$ cat src/rtl/nrisc_ctrl_pkg.sv
// nrisc_ctrl_pkg: state, opcode, mux-select and ALU encodings shared by the NRISC control unit and datapath
package nrisc_ctrl_pkg;

    typedef enum logic [2:0] {
        S_INIT   = 3'd0,
        S_FETCH  = 3'd1,
        S_DECODE = 3'd2,
        S_EXEC   = 3'd3,
        S_MEM    = 3'd4,
        S_WB     = 3'd5,
        S_HALT   = 3'd6
    } state_t;

    localparam logic [3:0] OP_ADD  = 4'h0;
    localparam logic [3:0] OP_SUB  = 4'h1;
    localparam logic [3:0] OP_AND  = 4'h2;
    localparam logic [3:0] OP_OR   = 4'h3;
    localparam logic [3:0] OP_ADDI = 4'h4;
    localparam logic [3:0] OP_LW   = 4'h5;
    localparam logic [3:0] OP_SW   = 4'h6;
    localparam logic [3:0] OP_BEQ  = 4'h7;
    localparam logic [3:0] OP_JMP  = 4'h8;
    localparam logic [3:0] OP_JR   = 4'h9;
    localparam logic [3:0] OP_LI   = 4'hA;
    localparam logic [3:0] OP_JAL  = 4'hB;
    localparam logic [3:0] OP_HALT = 4'hF;

    localparam logic [1:0] PC_INC = 2'd0;
    localparam logic [1:0] PC_BR  = 2'd1;
    localparam logic [1:0] PC_JMP = 2'd2;
    localparam logic [1:0] PC_REG = 2'd3;

    localparam logic [1:0] B_REG  = 2'd0;
    localparam logic [1:0] B_IMM  = 2'd1;
    localparam logic [1:0] B_ONE  = 2'd2;
    localparam logic [1:0] B_ZERO = 2'd3;

    localparam logic [1:0] WB_ALU = 2'd0;
    localparam logic [1:0] WB_MEM = 2'd1;
    localparam logic [1:0] WB_IMM = 2'd2;
    localparam logic [1:0] WB_PC  = 2'd3;

    localparam logic [2:0] ALU_ADD = 3'd0;
    localparam logic [2:0] ALU_SUB = 3'd1;
    localparam logic [2:0] ALU_AND = 3'd2;
    localparam logic [2:0] ALU_OR  = 3'd3;

    typedef struct packed {
        logic [1:0] pc_src_sel;
        logic [1:0] alu_b_sel;
        logic [1:0] wb_sel;
        logic [2:0] alu_op;
        logic       pc_we;
        logic       ir_we;
        logic       rf_we;
        logic       mem_re;
        logic       mem_we;
        logic       halted;
        logic       illegal;
    } ctrl_t;

    function automatic logic is_illegal(input logic [3:0] op);
        return op inside {4'hC, 4'hD, 4'hE};
    endfunction

    // register-register ALU ops and ADDI all go EXEC -> WB
    function automatic logic is_alu(input logic [3:0] op);
        return op <= OP_ADDI;
    endfunction

endpackage

$ cat src/rtl/nrisc_ctrl_if.sv
// nrisc_ctrl_if: control unit <-> datapath/memory bundle
interface nrisc_ctrl_if;
    logic [3:0] opcode;
    logic       zero;
    logic       mem_ready;
    logic [1:0] pc_src_sel;
    logic [1:0] alu_b_sel;
    logic [1:0] wb_sel;
    logic [2:0] alu_op;
    logic       pc_we;
    logic       ir_we;
    logic       rf_we;
    logic       mem_re;
    logic       mem_we;
    logic       halted;
    logic       illegal;
    logic [2:0] state;

    modport master (
        input  opcode, zero, mem_ready,
        output pc_src_sel, alu_b_sel, wb_sel, alu_op,
        output pc_we, ir_we, rf_we, mem_re, mem_we, halted, illegal, state
    );

    modport slave (
        output opcode, zero, mem_ready,
        input  pc_src_sel, alu_b_sel, wb_sel, alu_op,
        input  pc_we, ir_we, rf_we, mem_re, mem_we, halted, illegal, state
    );
endinterface

$ cat src/rtl/nrisc_ctrl_decode.sv
// nrisc_ctrl_decode: combinational output decode from state and opcode
module nrisc_ctrl_decode
    import nrisc_ctrl_pkg::*;
(
    input  state_t     state,
    input  logic [3:0] op,
    input  logic       zero,
    input  logic       mem_ready,
    output ctrl_t      ctrl
);

    // Moore decode; only FETCH strobes and the BEQ pc_we look at live inputs
    always_comb begin
        ctrl = '0;
        case (state)
            S_FETCH: begin
                ctrl.mem_re = 1'b1;
                ctrl.ir_we  = mem_ready;
                ctrl.pc_we  = mem_ready;
            end
            S_DECODE: ctrl.illegal = is_illegal(op);
            S_EXEC: begin
                case (op)
                    OP_ADD, OP_SUB, OP_AND, OP_OR: begin
                        ctrl.alu_b_sel = B_REG;
                        ctrl.alu_op    = {1'b0, op[1:0]};
                    end
                    OP_ADDI, OP_LW, OP_SW: begin
                        ctrl.alu_b_sel = B_IMM;
                        ctrl.alu_op    = ALU_ADD;
                    end
                    OP_BEQ: begin
                        ctrl.alu_b_sel  = B_REG;
                        ctrl.alu_op     = ALU_SUB;
                        ctrl.pc_src_sel = PC_BR;
                        ctrl.pc_we      = zero;
                    end
                    OP_JMP: begin
                        ctrl.pc_src_sel = PC_JMP;
                        ctrl.pc_we      = 1'b1;
                    end
                    OP_JR: begin
                        ctrl.pc_src_sel = PC_REG;
                        ctrl.pc_we      = 1'b1;
                    end
                    default: ;
                endcase
            end
            S_MEM: begin
                ctrl.mem_re = op == OP_LW;
                ctrl.mem_we = op == OP_SW;
            end
            S_WB: begin
                ctrl.rf_we      = 1'b1;
                ctrl.wb_sel     = op == OP_LW  ? WB_MEM :
                                  op == OP_LI  ? WB_IMM :
                                  op == OP_JAL ? WB_PC  : WB_ALU;
                ctrl.pc_we      = op == OP_JAL;
                ctrl.pc_src_sel = op == OP_JAL ? PC_JMP : PC_INC;
            end
            S_HALT: ctrl.halted = 1'b1;
            default: ;
        endcase
    end

endmodule

$ cat src/rtl/nrisc_ctrl.sv
// nrisc_ctrl: multicycle control FSM for the 8-bit NRISC processor
module nrisc_ctrl
    import nrisc_ctrl_pkg::*;
(
    input  logic         clk,
    input  logic         rst_n,
    nrisc_ctrl_if.master bus
);

    state_t     state_q, state_d;
    logic [3:0] op_q;
    logic [3:0] op_cur;
    logic       armed;
    ctrl_t      ctrl;

    // DECODE acts on the live opcode; every later state uses the latched copy
    assign op_cur = state_q == S_DECODE ? bus.opcode : op_q;

    // state register, opcode latch, and a flag holding INIT for one full cycle after reset release
    always_ff @(posedge clk or negedge rst_n) begin
        if (!rst_n) begin
            state_q <= S_INIT;
            op_q    <= '0;
            armed   <= 1'b0;
        end else begin
            state_q <= state_d;
            armed   <= 1'b1;
            if (state_q == S_DECODE) op_q <= bus.opcode;
        end
    end

    // next-state sequencing
    always_comb begin
        state_d = state_q;
        case (state_q)
            S_INIT:   state_d = armed ? S_FETCH : S_INIT;
            S_FETCH:  state_d = bus.mem_ready ? S_DECODE : S_FETCH;
            S_DECODE: state_d = op_cur inside {OP_LI, OP_JAL} ? S_WB     :
                                op_cur == OP_HALT             ? S_HALT   :
                                is_illegal(op_cur)            ? S_FETCH  : S_EXEC;
            S_EXEC:   state_d = is_alu(op_cur)                ? S_WB     :
                                op_cur inside {OP_LW, OP_SW}  ? S_MEM    : S_FETCH;
            S_MEM:    state_d = !bus.mem_ready                ? S_MEM    :
                                op_cur == OP_LW               ? S_WB     : S_FETCH;
            S_WB:     state_d = S_FETCH;
            S_HALT:   state_d = S_HALT;
            default:  state_d = S_INIT;
        endcase
    end

    nrisc_ctrl_decode u_decode (
        .state     (state_q),
        .op        (op_cur),
        .zero      (bus.zero),
        .mem_ready (bus.mem_ready),
        .ctrl      (ctrl)
    );

    assign bus.pc_src_sel = ctrl.pc_src_sel;
    assign bus.alu_b_sel  = ctrl.alu_b_sel;
    assign bus.wb_sel     = ctrl.wb_sel;
    assign bus.alu_op     = ctrl.alu_op;
    assign bus.pc_we      = ctrl.pc_we;
    assign bus.ir_we      = ctrl.ir_we;
    assign bus.rf_we      = ctrl.rf_we;
    assign bus.mem_re     = ctrl.mem_re;
    assign bus.mem_we     = ctrl.mem_we;
    assign bus.halted     = ctrl.halted;
    assign bus.illegal    = ctrl.illegal;
    assign bus.state      = state_q;

endmodule
$ cat src/flat_wrapper.sv
// flat-port wrapper written by rule: the top's interface ports become plain ports
module nrisc_ctrl_flat import nrisc_ctrl_pkg::*;
  (clk, rst_n, bus_opcode, bus_zero, bus_mem_ready, bus_pc_src_sel, bus_alu_b_sel, bus_wb_sel, bus_alu_op, bus_pc_we, bus_ir_we, bus_rf_we, bus_mem_re, bus_mem_we, bus_halted, bus_illegal, bus_state);
  nrisc_ctrl_if bus_i ();
  input  logic clk;
  input  logic rst_n;
  input wire logic [$bits(bus_i.opcode)-1:0] bus_opcode;
  input wire logic [$bits(bus_i.zero)-1:0] bus_zero;
  input wire logic [$bits(bus_i.mem_ready)-1:0] bus_mem_ready;
  output wire logic [$bits(bus_i.pc_src_sel)-1:0] bus_pc_src_sel;
  output wire logic [$bits(bus_i.alu_b_sel)-1:0] bus_alu_b_sel;
  output wire logic [$bits(bus_i.wb_sel)-1:0] bus_wb_sel;
  output wire logic [$bits(bus_i.alu_op)-1:0] bus_alu_op;
  output wire logic [$bits(bus_i.pc_we)-1:0] bus_pc_we;
  output wire logic [$bits(bus_i.ir_we)-1:0] bus_ir_we;
  output wire logic [$bits(bus_i.rf_we)-1:0] bus_rf_we;
  output wire logic [$bits(bus_i.mem_re)-1:0] bus_mem_re;
  output wire logic [$bits(bus_i.mem_we)-1:0] bus_mem_we;
  output wire logic [$bits(bus_i.halted)-1:0] bus_halted;
  output wire logic [$bits(bus_i.illegal)-1:0] bus_illegal;
  output wire logic [$bits(bus_i.state)-1:0] bus_state;
  assign bus_i.opcode = bus_opcode;
  assign bus_i.zero = bus_zero;
  assign bus_i.mem_ready = bus_mem_ready;
  assign bus_pc_src_sel = bus_i.pc_src_sel;
  assign bus_alu_b_sel = bus_i.alu_b_sel;
  assign bus_wb_sel = bus_i.wb_sel;
  assign bus_alu_op = bus_i.alu_op;
  assign bus_pc_we = bus_i.pc_we;
  assign bus_ir_we = bus_i.ir_we;
  assign bus_rf_we = bus_i.rf_we;
  assign bus_mem_re = bus_i.mem_re;
  assign bus_mem_we = bus_i.mem_we;
  assign bus_halted = bus_i.halted;
  assign bus_illegal = bus_i.illegal;
  assign bus_state = bus_i.state;
  nrisc_ctrl u_core (.clk(clk), .rst_n(rst_n), .bus(bus_i));
endmodule
$ cat config.mk
export PLATFORM = sky130hd
export DESIGN_NAME = nrisc_ctrl_flat
export DESIGN_NICKNAME = d
export VERILOG_FILES = /design/src/rtl/nrisc_ctrl_pkg.sv /design/src/rtl/nrisc_ctrl_if.sv /design/src/rtl/nrisc_ctrl_decode.sv /design/src/rtl/nrisc_ctrl.sv /design/src/flat_wrapper.sv
export SDC_FILE = /design/constraint.sdc
export NUM_CORES = 1
export LEC_CHECK = 0
export BUFFER_PORTS_ARGS = -buffer_cell sky130_fd_sc_hd__buf_4
export CORE_UTILIZATION = 46
export DETAILED_ROUTE_END_ITERATION = 8
export GPL_ROUTABILITY_DRIVEN = 1
export PLACE_DENSITY = 0.76
export SYNTH_ARGS = -nofsm -noshare
export SYNTH_HDL_FRONTEND = slang
export SYNTH_HIERARCHICAL = 1
export SYNTH_SLANG_ARGS = --single-unit
$ cat constraint.sdc
create_clock -name clk -period 2.7 [get_ports clk]
set_input_delay 0.27 -clock clk [delete_from_list [all_inputs] [get_ports clk]]
set_output_delay 0.27 -clock clk [all_outputs]
set_load 0.05 [all_outputs]
# ---- After elaboration in Yosys (flattened, before gate mapping)
# Cells that the tools add are included.
dict set report classes {
  n_addsub 0
  n_mul 0
  div 0
  n_lt_le_gt_ge 1
  eq_ne 21
  n_shift 0
  n_mux 30
  n_bitwise 0
  reduce_logical 8
}
# cell count
set op_table {}
lappend op_table {{$eq 4x4->1 const B} 8}
lappend op_table {{$mux 3} 7}
lappend op_table {{$pmux 3 s7} 1}
lappend op_table {{$eq 4x3->1 const B} 4}
lappend op_table {{$mux 2} 8}
lappend op_table {{$eq 3x3->1 const B} 3}
lappend op_table {{$eq 4x2->1 const B} 2}
lappend op_table {{$pmux 2 s2} 2}
lappend op_table {{$mux 1} 7}
lappend op_table {{$eq 3x2->1 const B} 2}
lappend op_table {{$pmux 2 s3} 1}
lappend op_table {{$eq 4x1->1 const B} 1}
lappend op_table {{$le 4x3->1 const B} 1}
lappend op_table {{$logic_not 4->1} 1}
lappend op_table {{$mux 4} 1}
lappend op_table {{$pmux 1 s2} 2}
lappend op_table {{$reduce_bool 2->1} 2}
lappend op_table {{$reduce_or 4->1} 1}
lappend op_table {{$eq 3x1->1 const B} 1}
lappend op_table {{$logic_not 3->1} 1}
lappend op_table {{$pmux 1 s3} 1}
lappend op_table {{$reduce_bool 3->1} 1}
lappend op_table {{$reduce_or 3->1} 1}
lappend op_table {{$reduce_or 2->1} 1}
dict set report word_totals {
  reg_bits 8
  latch_bits 0
  ram_bits 0
  rom_bits 0
  in_bits 8
  out_inout_bits 19
  wordCells 63
  n_memories 0
}

# ---- Longest topological paths before layout
dict set report depth {
  ltp_word 8
  depth_mapped 6
  mapped_depth_nobuf 5
}

# ---- By module
# Netlist, hierarchy kept.
# module instances cells_per_inst area_per_inst_um2
set modules_own_cells {}
lappend modules_own_cells {nrisc_ctrl 1 41 434.2}
lappend modules_own_cells {nrisc_ctrl_decode 1 39 250.2}

# ---- Least setup slack after synthesis
# Ideal clock, no wire load.
dict set report synth_path {
  path_type {flip-flop to output port}
  from {reg u_core.state_q[1] (netlist: u_core/bus.state[1])}
  to {out bus_illegal}
  arrival_time_ns 3.512
  required_time_ns 2.430
  setup_slack_ns -1.082
  path_stages_with_launch 7
  path_buffers 1
  cell_sequence {dfrtp_1 > nor3b_4 > mux2_2 > clkbuf_1 > nand2_1 > nand3_1 > nor4b_1}
}
dict set report synth_between {
  elab_chain_cells 5
  elab_cells_between_ends 7
  classes_between {eq/ne (4); mux (2); reduce/logical (1)}
}
# element line
set synth_rtl {}
lappend synth_rtl {{start, declared} nrisc_ctrl.sv:10} ;# state_t state_q, state_d;
lappend synth_rtl {{start signal, assigned} nrisc_ctrl.sv:26} ;# state_q <= state_d;
lappend synth_rtl {{$eq 3x2->1 *} nrisc_ctrl.sv:17} ;# assign op_cur = state_q == S_DECODE ? bus.opcode : op_q;
lappend synth_rtl {{$mux 4 *} -}
lappend synth_rtl {{net u_core.op_cur[1]} nrisc_ctrl.sv:12} ;# logic [3:0] op_cur;
lappend synth_rtl {{$eq 4x4->1} nrisc_ctrl_pkg.sv:63} ;# return op inside {4'hC, 4'hD, 4'hE};
lappend synth_rtl {{$reduce_bool 3->1 *} nrisc_ctrl_pkg.sv:63}
lappend synth_rtl {{$mux 1 *} nrisc_ctrl_decode.sv:15} ;# case (state)
lappend synth_rtl {{end, declared} flat_wrapper.sv:20} ;# output wire logic [$bits(bus_i.illegal)-1:0] bus_illegal;
# Mark *: on every way through the listed nets, which the timed path passes. The rest lies on a longest branch.

# ---- Worst setup path after layout
dict set report layout_path {
  from {reg u_core.state_q[0] (netlist: u_core/bus.state[0])}
  to {out bus_pc_we}
}
dict set report layout_between {
  elab_chain_cells 6
  elab_cells_between_ends 12
  classes_between {eq/ne (8); mux (3); reduce/logical (1)}
}
# element line
set layout_rtl {}
lappend layout_rtl {{$eq 3x2->1 *} nrisc_ctrl.sv:17}
lappend layout_rtl {{$mux 4 *} -}
lappend layout_rtl {{net u_core.op_cur[2]} nrisc_ctrl.sv:12}
lappend layout_rtl {{$eq 4x4->1} nrisc_ctrl_decode.sv:23} ;# case (op)
lappend layout_rtl {{$reduce_or 2->1 (no line)} -}
lappend layout_rtl {{$pmux 1 s2} nrisc_ctrl_decode.sv:23}
lappend layout_rtl {{$pmux 1 s3 *} nrisc_ctrl_decode.sv:15}
lappend layout_rtl {{end, declared} flat_wrapper.sv:14} ;# output wire logic [$bits(bus_i.pc_we)-1:0] bus_pc_we;
# Marked as above.

==> key figures <==
Routing
  • Number of DRC markers in iteration 0: 31
  • First-pass DRT Iterations: 5
  • Final WL: 1.88 mm
  • DRC errors left: 0
  • Antenna-violating nets left: 0
  • WL/cell: ~15 um
  • Routed vias: 750
  • Via density: around 6.0

Power and ir drop
  • Leakage: around 0.43 nW
  • Internal: 0.597 mW
  • PnR Total Power: 1.33 mW
  • P per Cell Area: ~1300 mW/mm^2
  • P_sw: between 0.7 and 0.8 mW
  • Sw Share: a little under three fifths
  • Comb power frac: around three quarters
  • VDD IR max: approximately 0.90 mV
  • Sequential share of power: ~18%
  • Clk pwr share: roughly 7.4%

STA
  • Skew final: about 0.014 ns
  • Final setup vio count: 0
  • Period utilization: between 90% and 100%
  • Fmax: 382 MHz
  • Final Hold Viols: 0
  • Max-slew violations: 0
  • Minimum clock period: 2.62 ns

Yosys
  • Syn Inst Count: 80
  • Seq cells post-synth: 8
  • Post-synthesis sequential area ratio: about 30%
  • Top cells by area, synth: dfrtp_1 29%, mux2_2 6.6%, nand3b_1 5.5%
  • Count leader, synth: dfrtp_1
  • Top post-synthesis cells by count: 8 x dfrtp_1, 6 x nand2_1, 5 x nand3b_1, 5 x nor2_1
  • Syn Area/Cell: around 8.6 sq um
  • Ys flop type: dfrtp_1
  • Cell Area, Synth: 684 sq um
  • YS warnings: 6
  • Asr flop ratio synth: 100%
  • Synth top area share: 29.3%
  • EDFF count, synth: 0
  • Cell taking the most area after synthesis: dfrtp_1
  • Synth cell types: 35

Floorplanning
  • Starting density of the core: about half
  • Core Rows: 13
  • Die Span X: 40.6 um
  • Core area: 0.00135 sq mm
  • Die ar.: 0.00165 sq mm
  • Top-level I/O count: 27
  • Die height: 40.6 um

GRT
  • Vias in the first global route: roughly 590
  • Largest net degree at the start of global routing: 17
  • Congestion Overflow GR: 0
  • Antenna violations before repair: 0
  • Total track usage: 25.0%
  • First-pass GRT wire length: 2.71 mm

Worst setup path
  • Crit-path max cell delay: between 0.4 and 0.5 ns
  • Cell at the slowest stage of the critical path: or3b_1
  • Worst EP arrival: between 2 and 2.5 ns
  • Critical R2R Launch: u_core/bus.state[0]
  • Setup CP Type: reg -> out
  • Data required time of the worst path: 2.43 ns
  • Crit-path cells: nor3b_4, buf_4, mux2_4, or3b_1, o22ai_4, or3_4, buf_4
  • CP most frequent cell: buf_4
  • CP Launch Point: u_core/bus.state[0]
  • R2r worst-path depth: 3
  • CP max FO: 10
  • Worst Setup Start Kind: register
  • RR Endpoint: u_core/op_q[0]
  • CP Capture Type: output pin
  • Reg-to-reg slack, setup: approximately 1.3 ns

Layout
  • # diodes: 0
  • Final core utilization: about three quarters
  • Area Growth Syn to Fin: 47.9%
  • NumNets Final: between 100 and 150
  • Share of layout cells above drive strength 1: around 44%

Worst hold path
  • Hold depth: 3
  • Hold Crit Endpoint: u_core/bus.state[1]
  • Hold Startpoint: bus_mem_ready
  • Tightest Hold Check Type: in -> reg

Flow run
  • Max-cap violations: 0

CTS
  • Clock Sinks: 8
  • CTS tree: done
  • Clk root buf: clkbuf_4
  • Max Buffers Root-to-Sink: 2
  • Clk slew on worst S/H paths: ~0.06 ns
  • Clock latency on the worst-skew pair: around 0.26 ns
  • Total CTS buffers: 3
  • Htree depth: 1

Placed design
  • Routability cong.: 0.819
  • Port buffer count: 24
  • DP HPWL: 1.29 mm

Status
  • Status: complete, no violations
-- placed cells by master (no fill, tap or decap), types with 2 or more instances in the layout --
cell type	n
and3b_1	2
conb_1	3
dfrtp_2	2
nand4b_1	2
nand3b_1	5
mux2_2	2
clkbuf_4	3
o2111ai_1	3
nand2_1	6
nor2b_1	4
a21oi_2	2
mux2_4	2
nand2b_1	4
a31oi_1	2
inv_1	4
buf_4	29
nor2_1	5
dfrtp_1	5
nand3_1	4
-- layout make-up --
| type | count | area (sq um) |
|---|---|---|
| multi-input cells | 65 | 518 |
| fillers | 102 | 338 |
| repair buffers | 30 | 228 |
| flip-flops and latches | 8 | 206 |
| clock buffers | 4 | 26.3 |
| well taps | 15 | 18.8 |
| inverters | 4 | 15.0 |
-- worst max-delay path by stage --
stage	endpoint	slack, ns	cells past startpoint
finish	bus_pc_we	0.08	7
global route	bus_pc_we	-0.01	7
CTS	bus_pc_we	0.07	6
detailed placement	bus_pc_we	0.37	6
global placement	bus_pc_we	0.40	6
floorplan	bus_pc_we	0.03	5
-- sequential cells by signal (all words and copies together) (netlist names) --
register,count
u_core/armed,1
u_core/bus.state,3
u_core/op_q,4
-- what timing repair did --
item	CTS	global route
endpoints found under the hold margin	8	0
hold buffers	1	0
setup buffers	0	2
setup endpoints to repair	0	1
gates resized for setup	0	2
-- stage by stage --
step                instance area [sq um]  setup TNS, ns  worst slack, ns  hold WS [ns]  cells
floorplan                             756              0           0.0278       -0.0256     81
global placement                      953              0            0.405        0.0900    119
detailed placement                    953              0            0.367        0.0910    119
CTS                                   990              0           0.0665         0.348    124
global route                         1010        -0.0103          -0.0103         0.370    126
finish                               1010              0           0.0825         0.353    126
-- kinds of logic after synthesis --
| kind of cell | count (synthesis) | share of synthesized area [%] |
|---|---|---|
| buffers and inverters | 8 | 5.66 |
| other | 2 | 1.10 |
| flip-flops | 8 | 29.3 |
| multiplexers | 4 | 6.58 |
| AND/OR/NAND/NOR | 44 | 41.5 |
| AO/OA/AOI/OAI | 13 | 14.6 |
| XOR/XNOR | 1 | 1.28 |
-- worst max-delay path: cells and delay by family, from the launching register on --
kind,cells,cell delay (ns)
AOI/OAI and AO/OA,1,0.14
buffers and inverters,2,0.34
DFF,1,0.42
muxes,1,0.34
and+or+nand+nor,3,0.84
-- power by group through the flow --
| stage | sequential, mW | clock (mW) | combinational (mW) |
|---|---|---|---|
| after floorplan | 0.353 | 0 | 0.596 |
| after global placement | 0.235 | 0 | 0.936 |
| after detailed placement | 0.234 | 0 | 0.945 |
| after CTS | 0.234 | 0.101 | 0.957 |
| after global routing | 0.243 | 0.108 | 1.05 |
| final | 0.238 | 0.0991 | 0.994 |
-- layer usage --
layer | track usage, % | vias up | routed length (um)
met5 | 0 | - | 0
met3 | 7.78 | 0 | 132
met1 | 39.2 | 355 | 932
met2 | 33.7 | 39 | 816
met4 | 2.50 | 0 | 0
li1 | - | 356 | -
Power figures use the tool's default switching activity.
